==> src/rtl/cnn_pkg.sv <==
`default_nettype none
// +--------------------------------------------------------------------------+
// | cnn_pkg : shared types for the requantizer arbitration slice             |
// | Rev 1.0 : initial release                                                |
// +--------------------------------------------------------------------------+
package cnn_pkg;

  localparam int c_max_nreq = 4;
  localparam int c_idx_w    = 2;

  typedef enum logic [1:0] {
    S_RUN     = 2'd0,
    S_DRAIN   = 2'd1,
    S_DRAINED = 2'd2
  } arb_state_t;

  typedef struct packed {
    logic               valid;
    logic [c_idx_w-1:0] idx;
  } tag_t;

endpackage
`default_nettype wire

==> src/rtl/rr_pick.sv <==
`default_nettype none
// +--------------------------------------------------------------------------+
// | rr_pick : combinational round-robin picker, first set bit from ptr up    |
// | Rev 1.0 : initial release                                                |
// +--------------------------------------------------------------------------+
module rr_pick
  import cnn_pkg::*;
#(
  parameter int NREQ = 2
) (
  input  logic [NREQ-1:0]    req,
  input  logic [c_idx_w-1:0] ptr,
  output logic [NREQ-1:0]    grant
);

  logic w_found;

  always_comb begin
    grant   = '0;
    w_found = 1'b0;
    for (int k = 0; k < NREQ; k++) begin
      for (int i = 0; i < NREQ; i++) begin
        if (!w_found && req[i] && (i == (int'(ptr) + k) % NREQ)) begin
          grant[i] = 1'b1;
          w_found  = 1'b1;
        end
      end
    end
  end

endmodule
`default_nettype wire

==> src/rtl/requant_arbiter.sv <==
`default_nettype none
// +--------------------------------------------------------------------------+
// | requant_arbiter : round-robin share of one requantize engine, tag-routed |
// | results, drain FSM. Optional REQ_ARB_CHECK_EN enables the sticky err.    |
// | Rev 1.0 : initial release                                                |
// +--------------------------------------------------------------------------+
module requant_arbiter
  import cnn_pkg::*;
#(
  parameter int NREQ        = 2,
  parameter int CH          = 16,
  parameter int ACC_W       = 32,
  parameter int REQ_LATENCY = 1,
  parameter int LSEL_W      = 2
) (
  input  logic                                clk,
  input  logic                                rst,
  input  logic [NREQ-1:0]                     req_valid,
  output logic [NREQ-1:0]                     req_ready,
  input  logic [NREQ-1:0][CH-1:0][ACC_W-1:0]  req_data,
  input  logic [NREQ-1:0][LSEL_W-1:0]         req_layer,
  output logic [CH-1:0][ACC_W-1:0]            rq_in_data,
  output logic                                rq_in_valid,
  output logic [LSEL_W-1:0]                   rq_layer_sel,
  input  logic                                rq_out_valid,
  output logic [NREQ-1:0]                     resp_valid,
  input  logic                                drain,
  output logic                                idle,
  output logic                                err
);

  arb_state_t                  r_state;
  arb_state_t                  w_state_nxt;
  logic [c_idx_w-1:0]          r_ptr;
  logic [c_idx_w-1:0]          r_tag;
  logic [NREQ-1:0]             w_pick;
  logic                        w_accept;
  logic [c_idx_w-1:0]          w_gidx;
  logic [c_idx_w-1:0]          w_ptr_nxt;
  logic [CH-1:0][ACC_W-1:0]    w_sel_data;
  logic [LSEL_W-1:0]           w_sel_layer;
  tag_t [REQ_LATENCY-1:0]      r_pipe;
  tag_t                        w_head;
  logic                        w_pipe_busy;
  logic                        w_busy_nxt;

  rr_pick #(.NREQ(NREQ)) u_rr_pick (
    .req   (req_valid),
    .ptr   (r_ptr),
    .grant (w_pick)
  );

  // drain gates the grant in the same cycle it rises
  assign req_ready = (r_state == S_RUN && !drain) ? w_pick : '0;
  assign w_accept  = |(req_ready & req_valid);

  always_comb begin
    w_gidx      = '0;
    w_ptr_nxt   = '0;
    w_sel_data  = '0;
    w_sel_layer = '0;
    for (int i = 0; i < NREQ; i++) begin
      if (req_ready[i]) begin
        w_gidx      = c_idx_w'(i);
        w_ptr_nxt   = (i == NREQ - 1) ? '0 : c_idx_w'(i + 1);
        w_sel_data  = req_data[i];
        w_sel_layer = req_layer[i];
      end
    end
  end

  always_ff @(posedge clk or posedge rst) begin
    if (rst) begin
      r_ptr        <= '0;
      r_tag        <= '0;
      rq_in_valid  <= 1'b0;
      rq_in_data   <= '0;
      rq_layer_sel <= '0;
    end else begin
      rq_in_valid <= w_accept;
      if (w_accept) begin
        r_ptr        <= w_ptr_nxt;
        r_tag        <= w_gidx;
        rq_in_data   <= w_sel_data;
        rq_layer_sel <= w_sel_layer;
      end
    end
  end

  // tag pipe mirrors the requantizer latency; the head lines up with out_valid
  always_ff @(posedge clk or posedge rst) begin
    if (rst) begin
      r_pipe <= '0;
    end else begin
      r_pipe[0] <= '{valid: rq_in_valid, idx: r_tag};
      for (int s = 1; s < REQ_LATENCY; s++) begin
        r_pipe[s] <= r_pipe[s-1];
      end
    end
  end

  assign w_head = r_pipe[REQ_LATENCY-1];

  always_comb begin
    w_pipe_busy = 1'b0;
    w_busy_nxt  = rq_in_valid;
    for (int s = 0; s < REQ_LATENCY; s++) begin
      w_pipe_busy = w_pipe_busy | r_pipe[s].valid;
    end
    for (int s = 0; s < REQ_LATENCY - 1; s++) begin
      w_busy_nxt = w_busy_nxt | r_pipe[s].valid;
    end
  end

  always_comb begin
    resp_valid = '0;
    for (int i = 0; i < NREQ; i++) begin
      if (rq_out_valid && w_head.valid && (w_head.idx == c_idx_w'(i))) begin
        resp_valid[i] = 1'b1;
      end
    end
  end

  always_ff @(posedge clk or posedge rst) begin
    if (rst) r_state <= S_RUN;
    else     r_state <= w_state_nxt;
  end

  // leave S_DRAIN as soon as nothing will remain in flight next cycle
  always_comb begin
    w_state_nxt = r_state;
    case (r_state)
      S_RUN:     if (drain) w_state_nxt = S_DRAIN;
      S_DRAIN: begin
        if (!drain)           w_state_nxt = S_RUN;
        else if (!w_busy_nxt) w_state_nxt = S_DRAINED;
      end
      S_DRAINED: if (!drain) w_state_nxt = S_RUN;
      default:   w_state_nxt = S_RUN;
    endcase
  end

  assign idle = !rq_in_valid && !w_pipe_busy && (r_state != S_DRAIN);

`ifdef REQ_ARB_CHECK_EN
  logic r_err;

  always_ff @(posedge clk or posedge rst) begin
    if (rst) begin
      r_err <= 1'b0;
    end else if (rq_out_valid != w_head.valid) begin
      r_err <= 1'b1;
    end
  end

  assign err = r_err;
`else
  assign err = 1'b0;
`endif

endmodule
`default_nettype wire

==> config.mk <==
export PLATFORM = sky130hd
export DESIGN_NAME = requant_arbiter
export DESIGN_NICKNAME = d
export VERILOG_FILES = /design/src/rtl/cnn_pkg.sv /design/src/rtl/rr_pick.sv /design/src/rtl/requant_arbiter.sv
export SDC_FILE = /design/constraint.sdc
export NUM_CORES = 1
export LEC_CHECK = 0
export CORE_AREA = 8 8 606 608
export DETAILED_ROUTE_END_ITERATION = 16
export DIE_AREA = 0 0 614 616
export MAX_ROUTING_LAYER = met4
export PLACE_DENSITY = 0.3
export SKIP_LAST_GASP = 1
export SLEW_MARGIN = 15
export SYNTH_ARGS = -nofsm -noshare
export SYNTH_HDL_FRONTEND = slang
export SYNTH_HIERARCHICAL = 1
export SYNTH_SLANG_ARGS = --single-unit
==> constraint.sdc <==
create_clock -name clk -period 21.4 [get_ports clk]
set_clock_uncertainty 0.2 [all_clocks]
set_input_delay 4.28 -clock clk [delete_from_list [all_inputs] [get_ports clk]]
set_output_delay 4.28 -clock clk [all_outputs]
set_load 0.03 [all_outputs]
==> metrics.txt, run 1 <==
reg2reg end=rq_in_data[492]$_DFFE_PP0P_; Layout area overhead=92.1%; post_cts resized=0; final WL=277000 um; hold path depth=0; status=finished, final reports clean; number of synthesized flops with an enable pin=0; RSZ-0062 raised after global routing=false; WHS Endpoint=r_pipe[0]$_DFF_PP0_; max-slew violation count=0; CTS hold repair buffers=0; Worst EP required=16.92 ns; setup repair bufs after CTS=0; post-synth cell types=25; Hold Path Class=reg -> reg; CP Capture Type=output pin; Synth Area in Adders=0; TritonCTS clock tree=yes; fill cell count=40326; hpwl dp=237000 um; initial DRC count=1563; RR Startpoint=r_ptr[0]$_DFFE_PP0P_; Placer Congestion=0.849; Via density=3.00; vias=25911; Clock Latency Late Sink=0.75 ns; r2r worst-path depth=10; mux cell area share after synthesis=0.199; Final Hold Viols=0; most used flip-flop cell after synthesis=dfrtp_1; initial core utilization=0.0721; syn nets=3351; Slew @ Worst Pin=1.33 ns; clk buf depth=4; sequential-to-total area share from yosys stat=0.506; I/O Pins=1555; placed cell area=46700 sq um; Pre-antenna DRT Iters=4; Mapped Area=25800 sq um; core outline area=358000 sq um; CP Launch Type=primary input; Final period util=0.509; post-layout min period=10.90 ns; Post-Route Setup TNS=0 ns; Global Route Usage Sum=0.144; Final nets=4798; # H-tree levels=3; post-route ant nets=0; crit path DAT=6.42 ns; clock tree sinks=521; Yosys reg bits=521; Buffers on Ports=1553; number of max-cap violations=0; cells after synthesis=2317; Rows=220; Setup CP Type=in -> out; Congestion Overflow GR=0; r2r setup slk=15.67 ns; beginning of the worst hold path=r_tag[0]$_DFFE_PP0P_; fin area=49500 sq um; Area contributors post-synth=dfrtp_1 (51%), mux2i_1 (20%), a32oi_1 (17%); leakage power=0.0173 uW; initial antenna violation count=56; Post-synth top cells=dfrtp_1 (521), inv_1 (517), mux2i_1 (514); Num CTS Buffers=84; share of cells above drive strength 1=0.0473; # setup viols final=0; largest net degree at the start of global routing=121; number of remaining DRC errors=0; largest area contributor in the netlist=dfrtp_1; first-pass GRT wire length=340000 um; synth warn=6; Die Y-Extent=616 um; max_slew headroom=0.111; Worst-path clk slew=0.06 ns; root buffer cell=clkbuf_16; WL/cell=32.1 um; Syn Area/Cell=11.1 sq um; Pwr Density=122 nW/um^2; main combinational cell family by area after synthesis=multiplexers; Die Width=614 um; area share of the largest cell type after synthesis=0.506; die area=378000 sq um; Max VDD drop=0.0546 mV; count leader, synth=dfrtp_1; crit path max fanout=4; post-synthesis compound-gate area fraction=0.177; vias in the first global route=27505; async set-reset flop share out of synthesis=1.00; highest clock rate=91.7 MHz; Simple-Gate Fraction of Synth Area=0.00364; XOR/XNOR Fraction of Synth Area=0
## worst max-delay path, stage by stage
cell             delay, ns
clkdlybuf4s50_1       0.55
a21boi_1              0.46
nor4b_4               0.38
clkdlybuf4s50_1       0.75
## worst max path at each step
stage,startpoint,endpoint,slack (ns),cells past startpoint
final,req_valid[1],req_ready[1],10.50,4
after global routing,req_valid[1],req_ready[1],10.38,4
after CTS,req_valid[1],req_ready[1],10.50,4
after detailed placement,req_valid[1],req_ready[1],10.49,4
after global placement,req_valid[1],req_ready[1],10.51,4
after floorplan,rst,r_pipe[0]$_DFF_PP0_,2.36,1
## cells in the final DEF (no fill, tap or decap), types with 3 or more instances in the layout
cell,count
clkbuf_1,16
buf_12,4
buf_4,40
a32oi_1,513
mux2i_1,514
dfrtp_1,521
clkdlybuf4s50_1,1547
clkbuf_16,85
clkbuf_8,19
diode_2,28
bufinv_16,7
nor2b_1,3
clkinv_2,12
inv_1,515
clkinvlp_4,3
## state kept, by name, summed over array words and instances (netlist names)
signal and count:
r_pipe 1, r_ptr 1, r_state 2, r_tag 1, rq_in_data 512, rq_in_valid 1, rq_layer_sel 2, w_pipe_busy 1
## cell type report
type / count / area (sq um) / area share
Timing Repair Buffer: 1591 / 15900 / 0.320
Sequential cell: 521 / 13000 / 0.263
Multi-Input combinational cell: 1049 / 9830 / 0.198
Tap cell: 4773 / 5970 / 0.121
Clock buffer: 120 / 2450 / 0.0494
Inverter: 517 / 1960 / 0.0395
Clock inverter: 27 / 363 / 0.00732
Antenna cell: 28 / 70.1 / 0.00141
## power by group
group	leakage [uW]	internal [uW]	switching (uW)
clock network	0.00138	879	577
registers	0.00694	1330	254
logic	0.00895	969	2040
## metrics by stage
stage	total power, uW	hold WS (ns)	utilization	cells	setup WS (ns)
after CTS	6290	0.239	0.138	8598	10.50
after detailed placement	4740	0.228	0.130	8451	10.49
after global placement	4760	0.238	0.130	8451	10.51
final	6040	0.257	0.139	8626	10.50
after global routing	6400	0.255	0.138	8620	10.38
after floorplan	2720	0.174	-	2317	2.36
## metal layers
metal,track usage,share of wire
met4,0.0217,0.015
met3,0.0679,0.11
met2,0.257,0.52
met1,0.144,0.36
met5,-,0
## logic make-up after synthesis
group	after synthesis
flops	521
compound gates	520
other cells	1
simple gates	14
buf+inv	747
mux	514
Note: power is estimated with default switching activity, not from simulation.
==> run 2: changes to the inputs <==
--- a/config.mk
+++ b/config.mk
@@ -5,9 +5,9 @@
 export SDC_FILE = /design/constraint.sdc
 export NUM_CORES = 1
 export LEC_CHECK = 0
-export CORE_AREA = 8 8 606 608
+export CORE_AREA = 8 8 603 605
 export DETAILED_ROUTE_END_ITERATION = 16
-export DIE_AREA = 0 0 614 616
+export DIE_AREA = 0 0 611 613
 export MAX_ROUTING_LAYER = met4
 export PLACE_DENSITY = 0.3
 export SKIP_LAST_GASP = 1
==> constraint.sdc (replaced) <==
create_clock -name clk -period 9 [get_ports clk]
set_clock_uncertainty 0.2 [all_clocks]
set_input_delay 1.8 -clock clk [delete_from_list [all_inputs] [get_ports clk]]
set_output_delay 1.8 -clock clk [all_outputs]
set_load 0.03 [all_outputs]
==> run 2 against run 1 <==
Effect of this change: clock power rose by 150%; setup slack got worse by 7.6 ns; highest routed layer unchanged; sequential cell count did not move; combinational power rose by 140%; non-clock buffer count rose by 1; critical path type unchanged; final cell count fell by 0.15%; clock-buffer cell count rose by 7; critical path depth did not move; core utilization rose by 0.23 points; via count rose by 0.48%; largest cell class unchanged.
==> metrics.txt, run 2 (synthesis gave the netlist of run 1 again) <==
vias in the first global route=27180; beginning of the worst hold path=r_tag[0]$_DFFE_PP0P_; Switch Pwr=6910 uW; Pwr Density=292 nW/um^2; Internal=7670 uW; Gate power share=0.497; Crit-path slowest cell=clkdlybuf4s50_1; CP Capture Type=output pin; WL/cell=32.4 um; pre-CTS WS=2.86 ns; hold path depth=0; first-pass GRT wire length=340000 um; Final period util=0.680; max_slew headroom=0.275; Congestion Overflow GR=0; crit path DAT=4.12 ns; post_cts resized=0; initial DRC count=1502; setup repair bufs after CTS=0; Global Route Usage Sum=0.145; Setup CP Type=in -> out; crit-path most repeated cell=clkdlybuf4s50_1; crit path max fanout=6; slowest stage delay, CP=0.82 ns; Slew @ Worst Pin=1.08 ns; r2r worst-path depth=8; max FFs per register=512; # setup viols final=0; TritonCTS clock tree=yes; Worst EP required=7.00 ns; status=finished, final reports clean; biggest regs=rq_in_data x512, r_state x2, rq_layer_sel x2; Hold Path Class=reg -> reg; clock tree sinks=521; WHS=0.205 ns; Clock Latency Late Sink=0.80 ns; Buffers on Ports=1553; Clk network pwr share=0.249; crit path cell chain=clkdlybuf4s50_1, a21boi_0, nor4b_4, clkdlybuf4s50_1; Layout area overhead=93.3%; post-layout min period=6.12 ns; WHS Endpoint=r_pipe[0]$_DFF_PP0_; Pre-antenna DRT Iters=5; Die Width=611 um; root buffer cell=clkbuf_16; initial core utilization=0.0728; Max VDD drop=0.132 mV; highest clock rate=163 MHz; largest net degree at the start of global routing=145; commonest cells after routing, fill and taps aside=clkdlybuf4s50_1 (1551), dfrtp_1 (521), inv_1 (515); Die Y-Extent=613 um; CTS hold repair buffers=0; number of max-cap violations=0; share of cells above drive strength 1=0.0483; Worst-path clk slew=0.05 ns; die area=375000 sq um; final WL=279000 um; vias=26035; switch share=0.474; clk buf depth=4; Via density=3.02; # H-tree levels=3; Reg power frac=0.254; final worst slack=2.88 ns; r2r setup slk=5.00 ns; RR Startpoint=r_ptr[0]$_DFFE_PP0P_; initial antenna violation count=65; post-route ant nets=0; I/O Pins=1555; reg2reg end=rq_in_data[323]$_DFFE_PP0P_; leakage power=0.0174 uW; RSZ-0062 raised after global routing=false; Num CTS Buffers=89; max-slew violation count=0; largest reg by FF count=rq_in_data; core outline area=354000 sq um; Pwr Total=14600 uW; Final nets=4804; Final Hold Viols=0; hpwl dp=239000 um; CP Launch Type=primary input; number of remaining DRC errors=0; commonest non-fill, non-tap cell in the layout=clkdlybuf4s50_1; Rows=219; Placer Congestion=0.881
==> run 2: cell types whose count changed in the layout (fill, tap and decap cells not counted), sizes merged <==
cell / before / now
clkbuf: 120 / 127
clkdlybuf4s50: 1547 / 1551
buf: 44 / 41
clkinv: 16 / 13
clkinvlp: 3 / 5
inv: 518 / 520
==> run 2: critical path: cells and delay by family <==
family / cells / cell delay (ns)
buffers and inverters: 2 / 1.46
AND/OR/NAND/NOR: 1 / 0.63
AO/OA/AOI/OAI: 1 / 0.22
==> run 2: worst max path at each step <==
stage,to,cells past startpoint,start,slack [ns]
after CTS,req_ready[0],4,req_valid[0],2.91
after global placement,rq_in_data[351]$_DFFE_PP0P_,8,req_valid[1],2.86
after floorplan,r_pipe[0]$_DFF_PP0_,1,rst,-0.08
after detailed placement,rq_in_data[501]$_DFFE_PP0P_,8,req_valid[1],2.86
final,req_ready[0],4,req_valid[0],2.88
after global routing,req_ready[0],4,req_valid[0],2.85
==> run 2: cell type report <==
type                    count  area (sq um)
fillers                 40059        304000
repair buffers           1592         16100
flip-flops and latches    521         13000
multi-input cells        1049          9830
well taps                4751          5940
clock buffers             127          2590
inverters                 517          1950
clock inverters            28           384
diodes                     28          70.1
==> run 2: metrics by stage <==
stage	util	setup TNS [ns]	cell area [sq um]	cells
2_1_floorplan	-	-40.75	25800	2317
3_3_place_gp	0.132	0	46800	8430
3_5_place_dp	0.132	0	46800	8430
4_1_cts	0.141	0	49800	8585
5_1_grt	0.141	0	49800	8605
6_report	0.141	0	49900	8613
==> run 2: layer usage <==
layer  routed length, um  vias up  GRT usage
li1                    -    11407          -
met1              100000    13279      0.147
met2              144000     1129      0.258
met3               30700      220     0.0717
met4                4000        0     0.0197
met5                   0        -          -
==> run 2: power groups by stage <==
stage               logic [uW]  clock network, uW  registers [uW]
floorplan                 1260                  0            5210
global placement          7630                  0            3740
detailed placement        7610                  0            3740
CTS                       7640               3860            3720
global route              7710               3910            3810
finish                    7250               3630            3700
